`src/rtl/i2c_target_ctrl_pkg.sv`:
```
// i2c_target_ctrl_pkg: shared state encoding, bus constants and helpers for the I2C target.
package i2c_target_ctrl_pkg;
    localparam int I2C_ADDR_W = 7;
    localparam int I2C_BYTE_W = 8;
    localparam logic ACK = 1'b0;
    localparam logic NACK = 1'b1;
    typedef enum logic [3:0] {
        IDLE, ADDR, ADDR_ACK, PTR, PTR_ACK, WR_DATA, WR_ACK, RD_DATA, RD_ACK, IGNORE
    } tgt_state_e;
    function automatic logic maj3(logic a, logic b, logic c);
        return (a & b) | (a & c) | (b & c);
    endfunction
endpackage

```
`src/rtl/i2c_target_ctrl_if.sv`:
```
// i2c_target_ctrl_if: pad lines, host read port and status of the I2C target.
interface i2c_target_ctrl_if #(parameter int REG_DEPTH = 16);
    localparam int PTR_W = $clog2(REG_DEPTH);
    logic scl_i;
    logic sda_i;
    logic sda_oe;
    logic [PTR_W-1:0] host_addr;
    logic [7:0] host_rdata;
    logic start_det;
    logic stop_det;
    logic busy;
    modport slave (
        input scl_i, sda_i, host_addr,
        output sda_oe, host_rdata, start_det, stop_det, busy
    );
    modport master (
        output scl_i, sda_i, host_addr,
        input sda_oe, host_rdata, start_det, stop_det, busy
    );
endinterface

```
`src/rtl/i2c_target_ctrl_line_sync.sv`:
```
// i2c_target_ctrl_line_sync: pad synchronizers and scl edge / START / STOP pulses.
// I2C_TGT_GLITCH_FILTER_EN adds a 3-sample majority filter on both lines.
module i2c_target_ctrl_line_sync
    import i2c_target_ctrl_pkg::*;
(
    input  logic clk,
    input  logic reset,
    input  logic scl_i,
    input  logic sda_i,
    output logic scl_rise,
    output logic scl_fall,
    output logic sda_s,
    output logic start,
    output logic stop
);
    logic [1:0] scl_sync_q, sda_sync_q;
    logic scl_prev_q, sda_prev_q, scl_f, sda_f;
    always_ff @(posedge clk) begin
        if (reset) begin
            scl_sync_q <= 2'b11;
            sda_sync_q <= 2'b11;
        end else begin
            scl_sync_q <= {scl_sync_q[0], scl_i};
            sda_sync_q <= {sda_sync_q[0], sda_i};
        end
    end
`ifdef I2C_TGT_GLITCH_FILTER_EN
    logic [1:0] scl_win_q, sda_win_q;
    logic scl_flt_q, sda_flt_q;
    always_ff @(posedge clk) begin
        if (reset) begin
            scl_win_q <= 2'b11;
            sda_win_q <= 2'b11;
            scl_flt_q <= 1'b1;
            sda_flt_q <= 1'b1;
        end else begin
            scl_win_q <= {scl_win_q[0], scl_sync_q[1]};
            sda_win_q <= {sda_win_q[0], sda_sync_q[1]};
            scl_flt_q <= maj3(scl_sync_q[1], scl_win_q[0], scl_win_q[1]);
            sda_flt_q <= maj3(sda_sync_q[1], sda_win_q[0], sda_win_q[1]);
        end
    end
    assign scl_f = scl_flt_q;
    assign sda_f = sda_flt_q;
`else
    assign scl_f = scl_sync_q[1];
    assign sda_f = sda_sync_q[1];
`endif
    always_ff @(posedge clk) begin
        if (reset) begin
            scl_prev_q <= 1'b1;
            sda_prev_q <= 1'b1;
        end else begin
            scl_prev_q <= scl_f;
            sda_prev_q <= sda_f;
        end
    end
    assign scl_rise = scl_f & ~scl_prev_q;
    assign scl_fall = ~scl_f & scl_prev_q;
    assign sda_s = sda_f;
    assign start = scl_f & scl_prev_q & sda_prev_q & ~sda_f;
    assign stop = scl_f & scl_prev_q & ~sda_prev_q & sda_f;
endmodule

```
`src/rtl/i2c_target_ctrl.sv`:
```
// i2c_target_ctrl: I2C target with address match, register pointer and auto-incrementing register bank.
// Build with I2C_TGT_GLITCH_FILTER_EN to enable the line glitch filter.
module i2c_target_ctrl
    import i2c_target_ctrl_pkg::*;
#(
    parameter logic [I2C_ADDR_W-1:0] TGT_ADDR = 7'h50,
    parameter int REG_DEPTH = 16
) (
    input logic clk,
    input logic reset,
    i2c_target_ctrl_if.slave bus
);
    localparam int PTR_W = $clog2(REG_DEPTH);
    logic scl_rise, scl_fall, sda_s, start, stop;
    tgt_state_e state_q, state_d;
    logic [2:0] bit_q, bit_d;
    logic [I2C_BYTE_W-1:0] shift_q, shift_d, byte_in;
    logic [PTR_W-1:0] ptr_q, ptr_d, ptr_inc;
    logic [I2C_BYTE_W-1:0] regs_q [REG_DEPTH];
    logic sda_oe_q, sda_oe_d, busy_q, busy_d, rw_q, rw_d, start_q, stop_q, wr_en;
    i2c_target_ctrl_line_sync u_sync (
        .clk(clk),
        .reset(reset),
        .scl_i(bus.scl_i),
        .sda_i(bus.sda_i),
        .scl_rise(scl_rise),
        .scl_fall(scl_fall),
        .sda_s(sda_s),
        .start(start),
        .stop(stop)
    );
    assign byte_in = {shift_q[I2C_BYTE_W-2:0], sda_s};
    assign ptr_inc = ptr_q + PTR_W'(1);
    // sda_oe only moves on scl_fall; ACK states pull low for the whole 9th clock
    always_comb begin
        state_d = state_q;
        bit_d = bit_q;
        shift_d = shift_q;
        ptr_d = ptr_q;
        sda_oe_d = sda_oe_q;
        busy_d = busy_q;
        rw_d = rw_q;
        wr_en = 1'b0;
        if (start) begin
            state_d = ADDR;
            bit_d = '0;
            sda_oe_d = 1'b0;
            busy_d = 1'b1;
        end else if (stop) begin
            state_d = IDLE;
            bit_d = '0;
            sda_oe_d = 1'b0;
            busy_d = 1'b0;
        end else if (scl_fall) begin
            sda_oe_d = (state_q inside {ADDR_ACK, PTR_ACK, WR_ACK}) ? ~ACK :
                       (state_q == RD_DATA) ? ~shift_q[I2C_BYTE_W-1] : 1'b0;
        end else if (scl_rise) begin
            bit_d = bit_q + 3'd1;
            shift_d = byte_in;
            case (state_q)
                ADDR: if (bit_q == 3'd7) begin
                    rw_d = sda_s;
                    state_d = (byte_in[7:1] == TGT_ADDR && TGT_ADDR != '0) ? ADDR_ACK : IGNORE;
                end
                ADDR_ACK: begin
                    bit_d = '0;
                    shift_d = regs_q[ptr_q];
                    state_d = rw_q ? RD_DATA : PTR;
                end
                PTR: if (bit_q == 3'd7) begin
                    ptr_d = byte_in[PTR_W-1:0];
                    state_d = PTR_ACK;
                end
                PTR_ACK, WR_ACK: begin
                    bit_d = '0;
                    state_d = WR_DATA;
                end
                WR_DATA: if (bit_q == 3'd7) begin
                    wr_en = 1'b1;
                    ptr_d = ptr_inc;
                    state_d = WR_ACK;
                end
                RD_DATA: if (bit_q == 3'd7) state_d = RD_ACK;
                RD_ACK: begin
                    bit_d = '0;
                    ptr_d = ptr_inc;
                    shift_d = regs_q[ptr_inc];
                    state_d = (sda_s == NACK) ? IGNORE : RD_DATA;
                end
                default: ;
            endcase
        end
    end
    always_ff @(posedge clk) begin
        if (reset) begin
            state_q <= IDLE;
            bit_q <= '0;
            shift_q <= '0;
            ptr_q <= '0;
            sda_oe_q <= 1'b0;
            busy_q <= 1'b0;
            rw_q <= 1'b0;
            start_q <= 1'b0;
            stop_q <= 1'b0;
        end else begin
            state_q <= state_d;
            bit_q <= bit_d;
            shift_q <= shift_d;
            ptr_q <= ptr_d;
            sda_oe_q <= sda_oe_d;
            busy_q <= busy_d;
            rw_q <= rw_d;
            start_q <= start;
            stop_q <= stop;
        end
    end
    always_ff @(posedge clk) begin
        if (reset) regs_q <= '{default: '0};
        else if (wr_en) regs_q[ptr_q] <= byte_in;
    end
    assign bus.sda_oe = sda_oe_q;
    assign bus.host_rdata = regs_q[bus.host_addr];
    assign bus.start_det = start_q;
    assign bus.stop_det = stop_q;
    assign bus.busy = busy_q;
endmodule

```
`src/flat_wrapper.sv`:
```
// flat-port wrapper written by rule: the top's interface ports become plain ports
module i2c_target_ctrl_flat import i2c_target_ctrl_pkg::*;
#(
    parameter logic [I2C_ADDR_W-1:0] TGT_ADDR = 7'h50,
    parameter int REG_DEPTH = 16
)
  (clk, reset, bus_scl_i, bus_sda_i, bus_host_addr, bus_sda_oe, bus_host_rdata, bus_start_det, bus_stop_det, bus_busy);
  i2c_target_ctrl_if #(.REG_DEPTH(REG_DEPTH)) bus_i ();
  input logic clk;
  input logic reset;
  input wire logic [$bits(bus_i.scl_i)-1:0] bus_scl_i;
  input wire logic [$bits(bus_i.sda_i)-1:0] bus_sda_i;
  input wire logic [$bits(bus_i.host_addr)-1:0] bus_host_addr;
  output wire logic [$bits(bus_i.sda_oe)-1:0] bus_sda_oe;
  output wire logic [$bits(bus_i.host_rdata)-1:0] bus_host_rdata;
  output wire logic [$bits(bus_i.start_det)-1:0] bus_start_det;
  output wire logic [$bits(bus_i.stop_det)-1:0] bus_stop_det;
  output wire logic [$bits(bus_i.busy)-1:0] bus_busy;
  assign bus_i.scl_i = bus_scl_i;
  assign bus_i.sda_i = bus_sda_i;
  assign bus_i.host_addr = bus_host_addr;
  assign bus_sda_oe = bus_i.sda_oe;
  assign bus_host_rdata = bus_i.host_rdata;
  assign bus_start_det = bus_i.start_det;
  assign bus_stop_det = bus_i.stop_det;
  assign bus_busy = bus_i.busy;
  i2c_target_ctrl #(.TGT_ADDR(TGT_ADDR), .REG_DEPTH(REG_DEPTH)) u_core (.clk(clk), .reset(reset), .bus(bus_i));
endmodule
```
`config.mk`:
```
export PLATFORM = sky130hd
export DESIGN_NAME = i2c_target_ctrl_flat
export DESIGN_NICKNAME = d
export VERILOG_FILES = /design/src/rtl/i2c_target_ctrl_pkg.sv /design/src/rtl/i2c_target_ctrl_if.sv /design/src/rtl/i2c_target_ctrl_line_sync.sv /design/src/rtl/i2c_target_ctrl.sv /design/src/flat_wrapper.sv
export SDC_FILE = /design/constraint.sdc
export NUM_CORES = 1
export LEC_CHECK = 0
export ABC_AREA = 1
export CORE_MARGIN = 5
export CORE_UTILIZATION = 63
export CTS_BUF_LIST = sky130_fd_sc_hd__clkbuf_4 sky130_fd_sc_hd__clkbuf_8 sky130_fd_sc_hd__clkbuf_16
export DETAILED_ROUTE_END_ITERATION = 12
export PLACE_DENSITY = 0.81
export REMOVE_ABC_BUFFERS = 1
export SYNTH_ARGS = -nofsm -noshare
export SYNTH_HDL_FRONTEND = slang
export SYNTH_HIERARCHICAL = 1
export SYNTH_SLANG_ARGS = --single-unit
```
`constraint.sdc`:
```
create_clock -name clk -period 3.1 [get_ports clk]
set_input_delay 0.775 -clock clk [delete_from_list [all_inputs] [get_ports clk]]
set_output_delay 0.775 -clock clk [all_outputs]
set_load 0.01 [all_outputs]
```
Word-level counts from Yosys, hierarchy flattened
Cells that the tools add are included.
Widths: inputs -> output; s select.

storage, ports and cells
  word-level logic and storage cells = 128
  flip-flop bits (word level) = 158

operators by class
  add/subtract/negate cells = 2
  equality and inequality tests = 19
  bitwise gates (word level) = 18
  mux-type cells = 39
  reductions and logical operators = 16
  $lt $le $gt $ge = 4

operators by type and width
  cell                count
  $bwmux 128          1
  $bmux 8 s4          3
  $mux 8              7
  $demux 8 s4         1
  $mux 4              8
  $pmux 4 s7          1
  $reduce_and 7->1    3
  $eq 4x3->1 const B  4
  $pmux 8 s2          1
  $ge 5x5->1 const B  3
  $not 4->5           3
  $mux 1              14
  $ne 4x1->1 const B  3
  $pmux 4 s3          1
  $reduce_bool 3->1   3
  $reduce_bool 9->1   1
  $eq 4x2->1 const B  2
  $not 1->1           8
  $and 1x1->1         7
  $eq 7x7->1 const B  1
  $reduce_bool 7->1   1
  $mux 3              2
  $ne 2x1->1 const B  3
  $reduce_and 6->1    1
  other kinds (16)    16

Longest topological paths before layout
Gate-level depths: netlist of the first run.

  depth after elaboration = 8
  mapped depth = 15

Modules after synthesis
The synthesis of the first run kept the hierarchy.

by module, submodules not included
  module                     times used  cells each  area an instance (sq um)
  i2c_target_ctrl            1           1,592       9,748.1
  i2c_target_ctrl_line_sync  1           24          197.7

Least setup slack after synthesis of the first run
No wires, ideal clock.

  path kind = input port to output port
  from = input port bus_host_addr[0]
  to = output port bus_host_rdata[1]
  path slack = 400 ps
  stages = 6
  buffers on the path = 3
  required time = 2,325 ps
  data arrival time = 1,925 ps
  path through = buf_2 clkbuf_1 buf_1 a21oi_1 o221ai_1 o21ai_0

between the ends
  word-level cells in the longest chain between the ends = 4

ends and longest elaborated chain
  what                                        line                    source
  start: declaration                          flat_wrapper.sv:13      input wire logic [$bits(bus_i.host_addr)-1:0] bus_host_addr;
  $not 4->5 (implied by the code)             i2c_target_ctrl.sv:122  assign bus.host_rdata = regs_q[bus.host_addr];
  $bmux 8 s4                                  i2c_target_ctrl.sv:122
  $mux 8 (implied by the code) (2 in series)  i2c_target_ctrl.sv:122
  end: declaration                            flat_wrapper.sv:15      output wire logic [$bits(bus_i.host_rdata)-1:0] bus_host_rdata;

Every way passes these cells. The select of a mux whose other input is x is not followed.

Final worst setup path of the first run
  from = input port bus_host_addr[1]
  to = output port bus_host_rdata[4]

The elaborated chain is that of the path after synthesis.

==> flow_summary.ini, run 1 <==
[clock_tree]
worstSkewPairLatency_ns = 0.44
cts_buffers = 17
cts_root_buf = clkbuf_16
path_clk_slew_ns = 0.06
numClockSinks = 158
cts_max_path_buffers = 2
cts_tree = done
cts_htree_levels = 4

[routing]
routed_wl_um = 31800
routedWlPerCell_um = 17.5
drc_errors = 0
ant_nets = 0
drt_pass1_iterations = 6
drt_iter0_markers = 1648
vias_per_cell = 6.01
dr_total_vias = 10891

[worst_setup_path]
worstPathCellList = buf_2 > buf_12 > o21ai_0 > a21oi_1 > o221ai_1 > nand2_1 > clkdlybuf4s50_1
cp_max_fo = 32
r2r_slack_ns = 0.29
worstSetupPathType = primary input to output pin
path_depth = 7
cp.arrival_ns = 2.27
start_kind = primary input
reg2reg_from = u_core/u_sync/sda_sync_q[1]
critPathMaxStageDelay_ns = 0.53
path_buf_inv = 3
cp_data_required_time_ns = 2.32
critical_path.top_delay_family = buffers and inverters
startpoint = bus_host_addr[1]
reg2reg_to = u_core/regs_q[107]
cp-endpoint = bus_host_rdata[4]
r2r_cells = 10
slowest_stage = clkdlybuf4s50_1
end_kind = output pin

[global_route]
grt_max_degree = 134
overflow = 0
antenna_found_initial = 0
grtUsageTotal = 0.345
grt_pass1_vias = 9746
grt_pass1_wl_um = 50100

[placement]
hpwl_um = 19900
place_congestion = 0.909
io_buffer_count = 19
dp_cells = 1776
place_area_um2 = 10300

[synthesis]
synthTopCellsByArea = dfxtp_1 (32%), nand2_1 (16%), a21oi_1 (10%), nand3_1 (10%), o21ai_0 (10%)
synthFlopType = dfxtp_1
avgSynthCellArea_um2 = 6.15
yosys.cell_types.count = 39
synth_top_area_frac = 0.318
ys_seq_area_frac = 0.318
synth-edff-count = 0
yosysWarningCount = 6
syn_area_um2 = 9950
postSynthCellCount = 1616
synth_async_sr_flop_share = 0
synth_top_cell_by_area = dfxtp_1
ys_seq_elements = 158

[sta]
slew_violations = 0
fmax_mhz = 328
fin_skew_ns = 0.00625
finalSetupViolations = 0
finalCritPeriodShare = 0.983
finalSetupTns_ns = 0
tightestPinTransition_ns = 0.924
slew_headroom = 0.384
hold_violations = 0
rsz0062_at_grt = no
min_period_ns = 3.05

[layout]
seqCellArea_um2 = 3170
syn_to_final_growth_pct = 9.76
multi_input_area_um2 = 5520
final_cells = 1813
n_fill_cell = 1396
num-nets-final = 1598
drive_above_1_share = 0.0701
diodes = 0
design_area_um2 = 10900

[pwr]
pwr-share-comb = 0.067
p_int_mw = 3.43
cellLeakagePower_nw = 4.89
ir_drop_uv = 391
sw_frac_of_total = 0.239
pwr-share-clk = 0.476
p_sw_mw = 1.08
power_density_nw_per_um2 = 413
p_seq_frac = 0.457

[floorplanning]
die_w_um = 136
num_io_pins = 20
start_util = 0.633
die_h_um = 136
core_area_um2 = 15700
dieArea_um2 = 18400
fp-row-count = 46

[worst_hold_path]
min_path_type = flop to flop

[run]
maxCapViolations = 0

[outcome]
status = completed
[final cells by class]
cell class | count | share of cell area
Clock buffer | 22 | 0.0447
Clock inverter | 10 | 0.0102
Inverter | 187 | 0.0650
Multi-Input combinational cell | 1152 | 0.506
Sequential cell | 158 | 0.290
Tap cell | 216 | 0.0248
Timing Repair Buffer | 68 | 0.0596
[cell families after synthesis]
| kind of cell | Yosys count | synth area share |
|---|---|---|
| fa+ha+maj | 6 | 0.00755 |
| xor+xnor | 2 | 0.00252 |
| compound gates | 450 | 0.234 |
| flops | 158 | 0.318 |
| buf+inv | 306 | 0.127 |
| simple gates | 694 | 0.310 |
[worst reg2reg max path: stages, from the launching register on]
cell and delay, ns:
dfxtp_1 0.31, buf_4 0.21, nand2_1 0.09, nor2_1 0.05
nor2_2 0.14, nand2_2 0.20, nor3_4 0.63, buf_4 0.31
nand3_2 0.35, o21ai_0 0.31, a21oi_1 0.08
[cells in the mapped netlist (2+ instances only)]
| cell | count |
|---|---|
| buf_2 | 17 |
| nand4_1 | 2 |
| inv_1 | 183 |
| buf_6 | 10 |
| nand3_1 | 201 |
| dfxtp_1 | 158 |
| nand3b_1 | 2 |
| or2_1 | 4 |
| o221ai_1 | 13 |
| o21ai_1 | 14 |
| nor3_1 | 2 |
| nand3_2 | 2 |
| inv_2 | 2 |
| nand2_1 | 416 |
| o21ai_0 | 201 |
| clkbuf_1 | 72 |
| nor2_1 | 47 |
| nand3_4 | 10 |
| buf_1 | 18 |
| a21oi_1 | 208 |
| o22ai_1 | 3 |
| ha_1 | 6 |
| o211ai_1 | 9 |
[layout by cell type (no fill, tap or decap), types with 3 or more instances in the layout]
master | netlist | routed
buf_6 | 10 | 3
dlygate4sd2_1 | 0 | 5
nand3_1 | 201 | 200
o221ai_1 | 13 | 13
nand3_2 | 2 | 3
inv_1 | 183 | 180
nand3_4 | 10 | 10
clkbuf_16 | 0 | 17
o21ai_0 | 201 | 200
clkinv_2 | 0 | 5
nand2_1 | 416 | 416
clkdlybuf4s50_1 | 0 | 9
ha_1 | 6 | 6
dfxtp_1 | 158 | 157
clkinvlp_4 | 0 | 4
clkbuf_8 | 0 | 4
dlymetal6s2s_1 | 0 | 3
o22ai_1 | 3 | 3
nor2_1 | 47 | 47
buf_12 | 1 | 7
o21ai_1 | 14 | 15
inv_2 | 2 | 4
buf_4 | 1 | 40
o211ai_1 | 9 | 9
or2_1 | 4 | 4
a21oi_1 | 208 | 208
[registers in the layout (all words and copies together), names as in the netlist]
signal,cells
u_core/regs_q,128
u_core/shift_q,8
u_core/ptr_q,4
u_core/state_q,4
u_core/bit_q,3
u_core/u_sync/scl_sync_q,2
u_core/u_sync/sda_sync_q,2
u_core/bus.busy,1
u_core/bus.sda_oe,1
u_core/bus.start_det,1
u_core/bus.stop_det,1
u_core/rw_q,1
u_core/u_sync/scl_prev_q,1
u_core/u_sync/sda_prev_q,1
[per-stage QoR]
step	utilization	power [mW]	setup slack, ns	hold WS, ns
4_1_cts	0.691	4.50	0.00908	0.411
2_1_floorplan	-	2.25	-4.97	0.383
3_5_place_dp	0.653	2.40	-0.135	0.393
5_1_grt	0.695	4.63	0.0124	0.434
6_report	0.695	4.51	0.0536	0.409
3_3_place_gp	0.653	2.39	-0.121	0.386
[power by group through the flow]
stage          registers (mW)  clock network [mW]  logic [mW]
2_1_floorplan            2.10                   0       0.150
3_3_place_gp             2.11                   0       0.287
3_5_place_dp             2.11                   0       0.292
4_1_cts                  2.06                2.15       0.291
5_1_grt                  2.06                2.24       0.331
6_report                 2.06                2.15       0.301
[worst min-delay path by stage]
stage,start,slack (ns),end,depth (start not counted)
floorplan,u_core/u_sync/scl_sync_q[0],0.38,u_core/u_sync/scl_sync_q[1],1
global placement,u_core/u_sync/scl_sync_q[0],0.39,u_core/u_sync/scl_sync_q[1],1
detailed placement,u_core/u_sync/sda_sync_q[0],0.39,u_core/u_sync/sda_sync_q[1],1
CTS,u_core/u_sync/sda_sync_q[0],0.41,u_core/u_sync/sda_sync_q[1],1
global route,u_core/u_sync/sda_sync_q[0],0.43,u_core/u_sync/sda_sync_q[1],1
finish,u_core/u_sync/sda_sync_q[0],0.41,u_core/u_sync/sda_sync_q[1],1
[timing repair]
item	4_1_cts	5_1_grt
setup endpoints to repair	8	11
resized for setup	10	5
hold buffers	0	0
setup buffers	0	5
gates cloned	0	0
[per-layer routing]
metal / share of wire / wire length [um] / vias up / track usage
li1: - / - / 5236 / -
met1: 0.39 / 12500 / 4823 / 0.447
met2: 0.43 / 13800 / 688 / 0.523
met3: 0.11 / 3640 / 144 / 0.0877
met4: 0.058 / 1840 / 0 / 0.195
met5: 0 / 0 / - / 0
(Power assumes the default switching activity.)
==> run 2, diff against run 1 <==
Settings changed: CAP_MARGIN from default to 20.
==> results of run 2 <==
No change in the layout: final DEF, timing and power equal those of run 1.
